==> src/rtl/mips_regfile_mp.sv <==
// mips_regfile_mp: multi-port integer register file with a per-register
// pending scoreboard for the pipelined MIPS core.
// Register 0 is hardwired to zero and can never be marked pending.
// Read ports are registered, with one cycle of latency.
// Optional macro MIPS_REGFILE_BYPASS_EN selects write-first forwarding.
// In write-first mode, a same-cycle write is forwarded into rd_data, and a
// same-cycle scoreboard update is forwarded into rd_busy.
// When the macro is undefined the file is read-first: reads return pre-edge state.
module mips_regfile_mp #(
    parameter int unsigned DATA_W   = 32,
    parameter int unsigned NUM_REGS = 32,
    parameter int unsigned NUM_RD   = 2,
    parameter int unsigned NUM_WR   = 1,
    localparam int unsigned ADDR_W  = $clog2(NUM_REGS)
) (
    input  logic                       clk,
    input  logic                       rst,
    input  logic [NUM_RD*ADDR_W-1:0]   rd_addr,
    output logic [NUM_RD*DATA_W-1:0]   rd_data,
    output logic [NUM_RD-1:0]          rd_busy,
    input  logic [NUM_WR-1:0]          wr_en,
    input  logic [NUM_WR*ADDR_W-1:0]   wr_addr,
    input  logic [NUM_WR*DATA_W-1:0]   wr_data,
    input  logic [NUM_WR-1:0]          wr_clr,
    input  logic                       iss_en,
    input  logic [ADDR_W-1:0]          iss_addr,
    output logic                       pend_any
);

    logic [DATA_W-1:0]          r_regs     [NUM_REGS];
    logic [NUM_REGS-1:0]        r_pend;
    logic [NUM_RD*DATA_W-1:0]   r_rd_data;
    logic [NUM_RD-1:0]          r_rd_busy;

    logic [DATA_W-1:0]          w_regs_nxt [NUM_REGS];
    logic [NUM_REGS-1:0]        w_pend_nxt;
    logic [NUM_RD*DATA_W-1:0]   w_rd_data;
    logic [NUM_RD-1:0]          w_rd_busy;

    // Next register/scoreboard state.
    // Later write ports override earlier ones, and an issue overrides a retire.
    always_comb begin
        w_regs_nxt = r_regs;
        w_pend_nxt = r_pend;
        for (int unsigned j = 0; j < NUM_WR; j++) begin
            if (wr_en[j] && (wr_addr[j*ADDR_W +: ADDR_W] != '0)) begin
                w_regs_nxt[wr_addr[j*ADDR_W +: ADDR_W]] = wr_data[j*DATA_W +: DATA_W];
                if (wr_clr[j]) begin
                    w_pend_nxt[wr_addr[j*ADDR_W +: ADDR_W]] = 1'b0;
                end
            end
        end
        if (iss_en && (iss_addr != '0)) begin
            w_pend_nxt[iss_addr] = 1'b1;
        end
        w_regs_nxt[0] = '0;
        w_pend_nxt[0] = 1'b0;
    end

    // Read-port source selection: post-update state when forwarding, pre-edge otherwise.
    always_comb begin
        w_rd_data = '0;
        w_rd_busy = '0;
        for (int unsigned i = 0; i < NUM_RD; i++) begin
            if (rd_addr[i*ADDR_W +: ADDR_W] != '0) begin
`ifdef MIPS_REGFILE_BYPASS_EN
                w_rd_data[i*DATA_W +: DATA_W] = w_regs_nxt[rd_addr[i*ADDR_W +: ADDR_W]];
                w_rd_busy[i]                  = w_pend_nxt[rd_addr[i*ADDR_W +: ADDR_W]];
`else
                w_rd_data[i*DATA_W +: DATA_W] = r_regs[rd_addr[i*ADDR_W +: ADDR_W]];
                w_rd_busy[i]                  = r_pend[rd_addr[i*ADDR_W +: ADDR_W]];
`endif
            end
        end
    end

    // State and read-port registers; reset discards any in-flight update.
    always_ff @(posedge clk or posedge rst) begin
        if (rst) begin
            for (int unsigned k = 0; k < NUM_REGS; k++) begin
                r_regs[k] <= '0;
            end
            r_pend    <= '0;
            r_rd_data <= '0;
            r_rd_busy <= '0;
        end else begin
            r_regs    <= w_regs_nxt;
            r_pend    <= w_pend_nxt;
            r_rd_data <= w_rd_data;
            r_rd_busy <= w_rd_busy;
        end
    end

    assign rd_data  = r_rd_data;
    assign rd_busy  = r_rd_busy;
    assign pend_any = |r_pend;

endmodule

==> config.mk <==
export PLATFORM = sky130hd
export DESIGN_NAME = mips_regfile_mp
export DESIGN_NICKNAME = d
export VERILOG_FILES = /design/src/rtl/mips_regfile_mp.sv
export SDC_FILE = /design/constraint.sdc
export NUM_CORES = 2
export LEC_CHECK = 0
export CAP_MARGIN = 30
export CORE_MARGIN = 1
export CORE_UTILIZATION = 30
export CTS_CLUSTER_SIZE = 28
export DETAILED_ROUTE_END_ITERATION = 10
export SLEW_MARGIN = 20
export SYNTH_ARGS = -nofsm -noshare
export SYNTH_HDL_FRONTEND = slang
export SYNTH_SLANG_ARGS = --single-unit
==> constraint.sdc <==
create_clock -name clk -period 85.1 [get_ports clk]
set_input_delay 12.765 -clock clk [delete_from_list [all_inputs] [get_ports clk]]
set_output_delay 12.765 -clock clk [all_outputs]
set_load 0.02 [all_outputs]
==> results.py <==
metrics = {
    "outcome": {
        "status": "complete, but fails checks",
        "violations": "DRC",
    },
    "pwr": {
        "ir_worst_vdd_v": 0.0000164,
        "power_density_mw_per_mm2": 23.3,
        "leakagePower_nw": 28.5,
    },
    "route": {
        "drt-total-wl_mm": 189,
        "drcViolationCount": 2,
        "vias": 38476,
        "routedWlPerCell_um": 27.7,
        "drt-pass1-iter-count": 8,
        "drtIter0Drc": 3152,
        "viasPerCell": 5.65,
        "ant_nets": 0,
    },
    "sta": {
        "max_clock_freq_mhz": 61.6,
        "finalSetupViolations": 0,
        "slew_viol_final": 0,
        "tns_ns": 0,
        "clock_skew_ns": 0.0355,
        "whs_ns": 0.521,
        "setup_ws_ns": 68.86,
        "period_share_pct": 19.1,
        "rsz0062_at_grt": "false",
        "worstMarginPinSlew_ns": 1.07,
        "max-slew-margin-rel_pct": 28.8,
        "period_minus_slack_ns": 16.24,
        "final_hold_viol_count": 0,
    },
    "synthesis": {
        "synth_cells": 4311,
        "syn_area_mm2": 0.0569,
        "ys_types": 38,
        "yosysSeqAreaShare_pct": 47.9,
        "synthArstFlopShare_pct": 100,
        "synth_nets": 4368,
        "synthTopCellsByArea": "dfrtp_1, mux2_2, mux2i_1",
        "ys_warn_count": 0,
        "synthFlopType": "dfrtp_1",
        "yosys-top-cells-count": "dfrtp_1, mux2_2, mux2i_1",
        "yosysTopAreaCellShare_pct": 47.9,
        "syn_avg_cell_area_um2": 13.2,
        "yosysTopAreaCell": "dfrtp_1",
        "synth-edff-count": 0,
        "yosysMostFrequentCell": "dfrtp_1",
        "synth_seq_cells": 1089,
    },
    "floorplanning": {
        "rows": 159,
        "start_util_pct": 30.2,
        "fp.coreArea_mm2": 0.188,
        "die_area_mm2": 0.191,
        "die_x_um": 437,
        "ios": 124,
        "fp.dieH_um": 437,
    },
    "clocking": {
        "postCtsSetupBuffers": 0,
        "cts_tree": "built",
        "cts_resized": 0,
        "h-tree-depth": 3,
        "cts-root-buf": "clkbuf_16",
        "cts_hold_buf": 0,
        "cts_buffers": 107,
        "cts.sink_count": 1089,
        "clockBufferDepth": 3,
        "clk_latency_ns": 0.74,
        "cts.clk_slew.worst_paths_ns": 0.06,
    },
    "grt": {
        "grt_pass1_vias": 39537,
        "track_usage_pct": 19.3,
        "grt_max_degree": 134,
        "grt_overflow_total": 0,
        "antenna_found_initial": 12,
        "grt_first_pass_wirelength_mm": 276,
    },
    "critical_path": {
        "crit_path_end": "rd_data[42]$_DFF_PP0_",
        "r2r_end": "rd_data[4]$_DFF_PP0_",
        "cp.arrival_ns": 16.83,
        "max_stage_delay_ns": 0.77,
        "crit_slowest_cell": "buf_4",
        "reg2reg_depth": 5,
        "crit_type": "input port to register",
        "critical_path_required_ns": 85.70,
        "crit_top_cell": "buf_4",
        "r2r_start": "r_regs[964]$_DFFE_PP0P_",
        "startpoint_type": "input port",
        "rrSetupSlack_ns": 82.99,
        "crit_fanout": 61,
        "crit_path_start": "rd_addr[5]",
        "worst_setup_path_end_kind": "register",
        "worstPathCellList": "buf_8, buf_4, buf_4, buf_4, mux4_2, a221oi_1, nor3_1",
    },
    "finish": {
        "area_growth_pct": 13.4,
        "final_nets": 4284,
        "nFillCells": 18214,
        "drive_gt1_share_pct": 38.9,
    },
    "placed_design": {
        "port_buffers": 123,
        "dp_slack_ns": 67.49,
        "post-dp-hpwl_mm": 110,
        "place.gp.congestion": 0.822,
    },
    "worst_hold_path": {
        "hold_path_class": "register to register",
    },
    "flow_run": {
        "drv_cap": 0,
    },
}
cell type report:
| cell class | count | area (um^2) | share of cell area [%] |
|---|---|---|---|
| Multi-Input combinational cell | 2776 | 27900 | 43.3 |
| Antenna cell | 3 | 7.51 | 0.0116 |
| Timing Repair Buffer | 251 | 2500 | 3.88 |
| Clock buffer | 156 | 3150 | 4.89 |
| Clock inverter | 36 | 528 | 0.819 |
| Tap cell | 2495 | 3120 | 4.84 |
| Inverter | 2 | 15.0 | 0.0233 |
| Sequential cell | 1089 | 27300 | 42.3 |
logic make-up after synthesis:
kind of cell	after synthesis	share of synthesized area [%]
multiplexers	1854	38.9
flip-flops	1089	47.9
AO/OA/AOI/OAI	497	5.98
buffers and inverters	446	3.46
AND/OR/NAND/NOR	425	3.74
layout by cell type, fill, tap and decap left out, drive strengths merged:
| master | synthesis | routed |
|---|---|---|
| dfrtp | 1089 | 1089 |
| clkbuf | 216 | 156 |
| a221oi | 132 | 132 |
| mux2i | 540 | 540 |
| and3 | 1 | 1 |
| nor2b | 10 | 10 |
| mux2 | 1182 | 1182 |
| o31ai | 4 | 4 |
| clkinvlp | 0 | 4 |
| or4 | 1 | 1 |
| nor2 | 15 | 15 |
| clkinv | 0 | 17 |
| and4 | 1 | 1 |
| o21ai | 35 | 35 |
| nand2 | 77 | 77 |
| mux4 | 132 | 132 |
| inv | 2 | 5 |
| nand4 | 2 | 2 |
| nand3 | 6 | 6 |
| buf | 228 | 136 |
| or2 | 9 | 9 |
| nand2b | 10 | 10 |
| or3 | 1 | 1 |
| bufinv | 0 | 12 |
| or3b | 2 | 2 |
| nand4b | 3 | 3 |
| nor4 | 7 | 7 |
| diode | 0 | 3 |
| and2 | 4 | 4 |
| nor3b | 5 | 5 |
| nor3 | 264 | 264 |
| nand3b | 7 | 7 |
| clkdlybuf4s50 | 0 | 115 |
| o22ai | 326 | 326 |
layer usage:
layer  up-vias  global-route usage (%)  part of all wire (%)
met1     20489                    23.7                    40
met2      1323                    32.8                    49
li1      16173                       -                     -
met4         8                    10.4                   5.5
met5         -                       0                 0.023
met3       483                    2.77                   5.1
worst min-delay path by stage:
stage                                       start                       to  depth (start not counted)
after floorplan           r_regs[613]$_DFFE_PP0P_  r_regs[613]$_DFFE_PP0P_                          1
final                     r_regs[613]$_DFFE_PP0P_  r_regs[613]$_DFFE_PP0P_                          1
after global placement    r_regs[613]$_DFFE_PP0P_  r_regs[613]$_DFFE_PP0P_                          1
after global routing      r_regs[787]$_DFFE_PP0P_  r_regs[787]$_DFFE_PP0P_                          1
after CTS                 r_regs[613]$_DFFE_PP0P_  r_regs[613]$_DFFE_PP0P_                          1
after detailed placement  r_regs[613]$_DFFE_PP0P_  r_regs[613]$_DFFE_PP0P_                          1
registers in the layout, summed over array words and instances (netlist names):
name,flops
rd_data,64
rd_busy,2
r_regs,992
r_pend,31
where the power goes:
part           switching [W]  leakage, nW  internal (W)  total (W)
combinational       0.000133         12.7      0.000169   0.000302
sequential         0.0000766         13.9      0.000618   0.000694
clock               0.000212         1.81      0.000292   0.000504
metrics by stage:
| step | total power (W) | cell area, um^2 | utilization, % | std cells |
|---|---|---|---|---|
| floorplan | 0.000910 | 56900 | - | 4311 |
| global placement | 0.000987 | 60300 | 32.1 | 6582 |
| detailed placement | 0.00100 | 60600 | 32.3 | 6606 |
| CTS | 0.00151 | 64300 | 34.2 | 6798 |
| global route | 0.00156 | 64500 | 34.3 | 6808 |
| finish | 0.00150 | 64500 | 34.3 | 6808 |
worst max-delay path, delay by kind of cell:
family | cells | cell delay (ns)
buffers and inverters | 4 | 2.68
multiplexers | 1 | 0.59
AO/OA/AOI/OAI | 1 | 0.51
AND/OR/NAND/NOR | 1 | 0.12
Power figures use the tool's default switching activity.
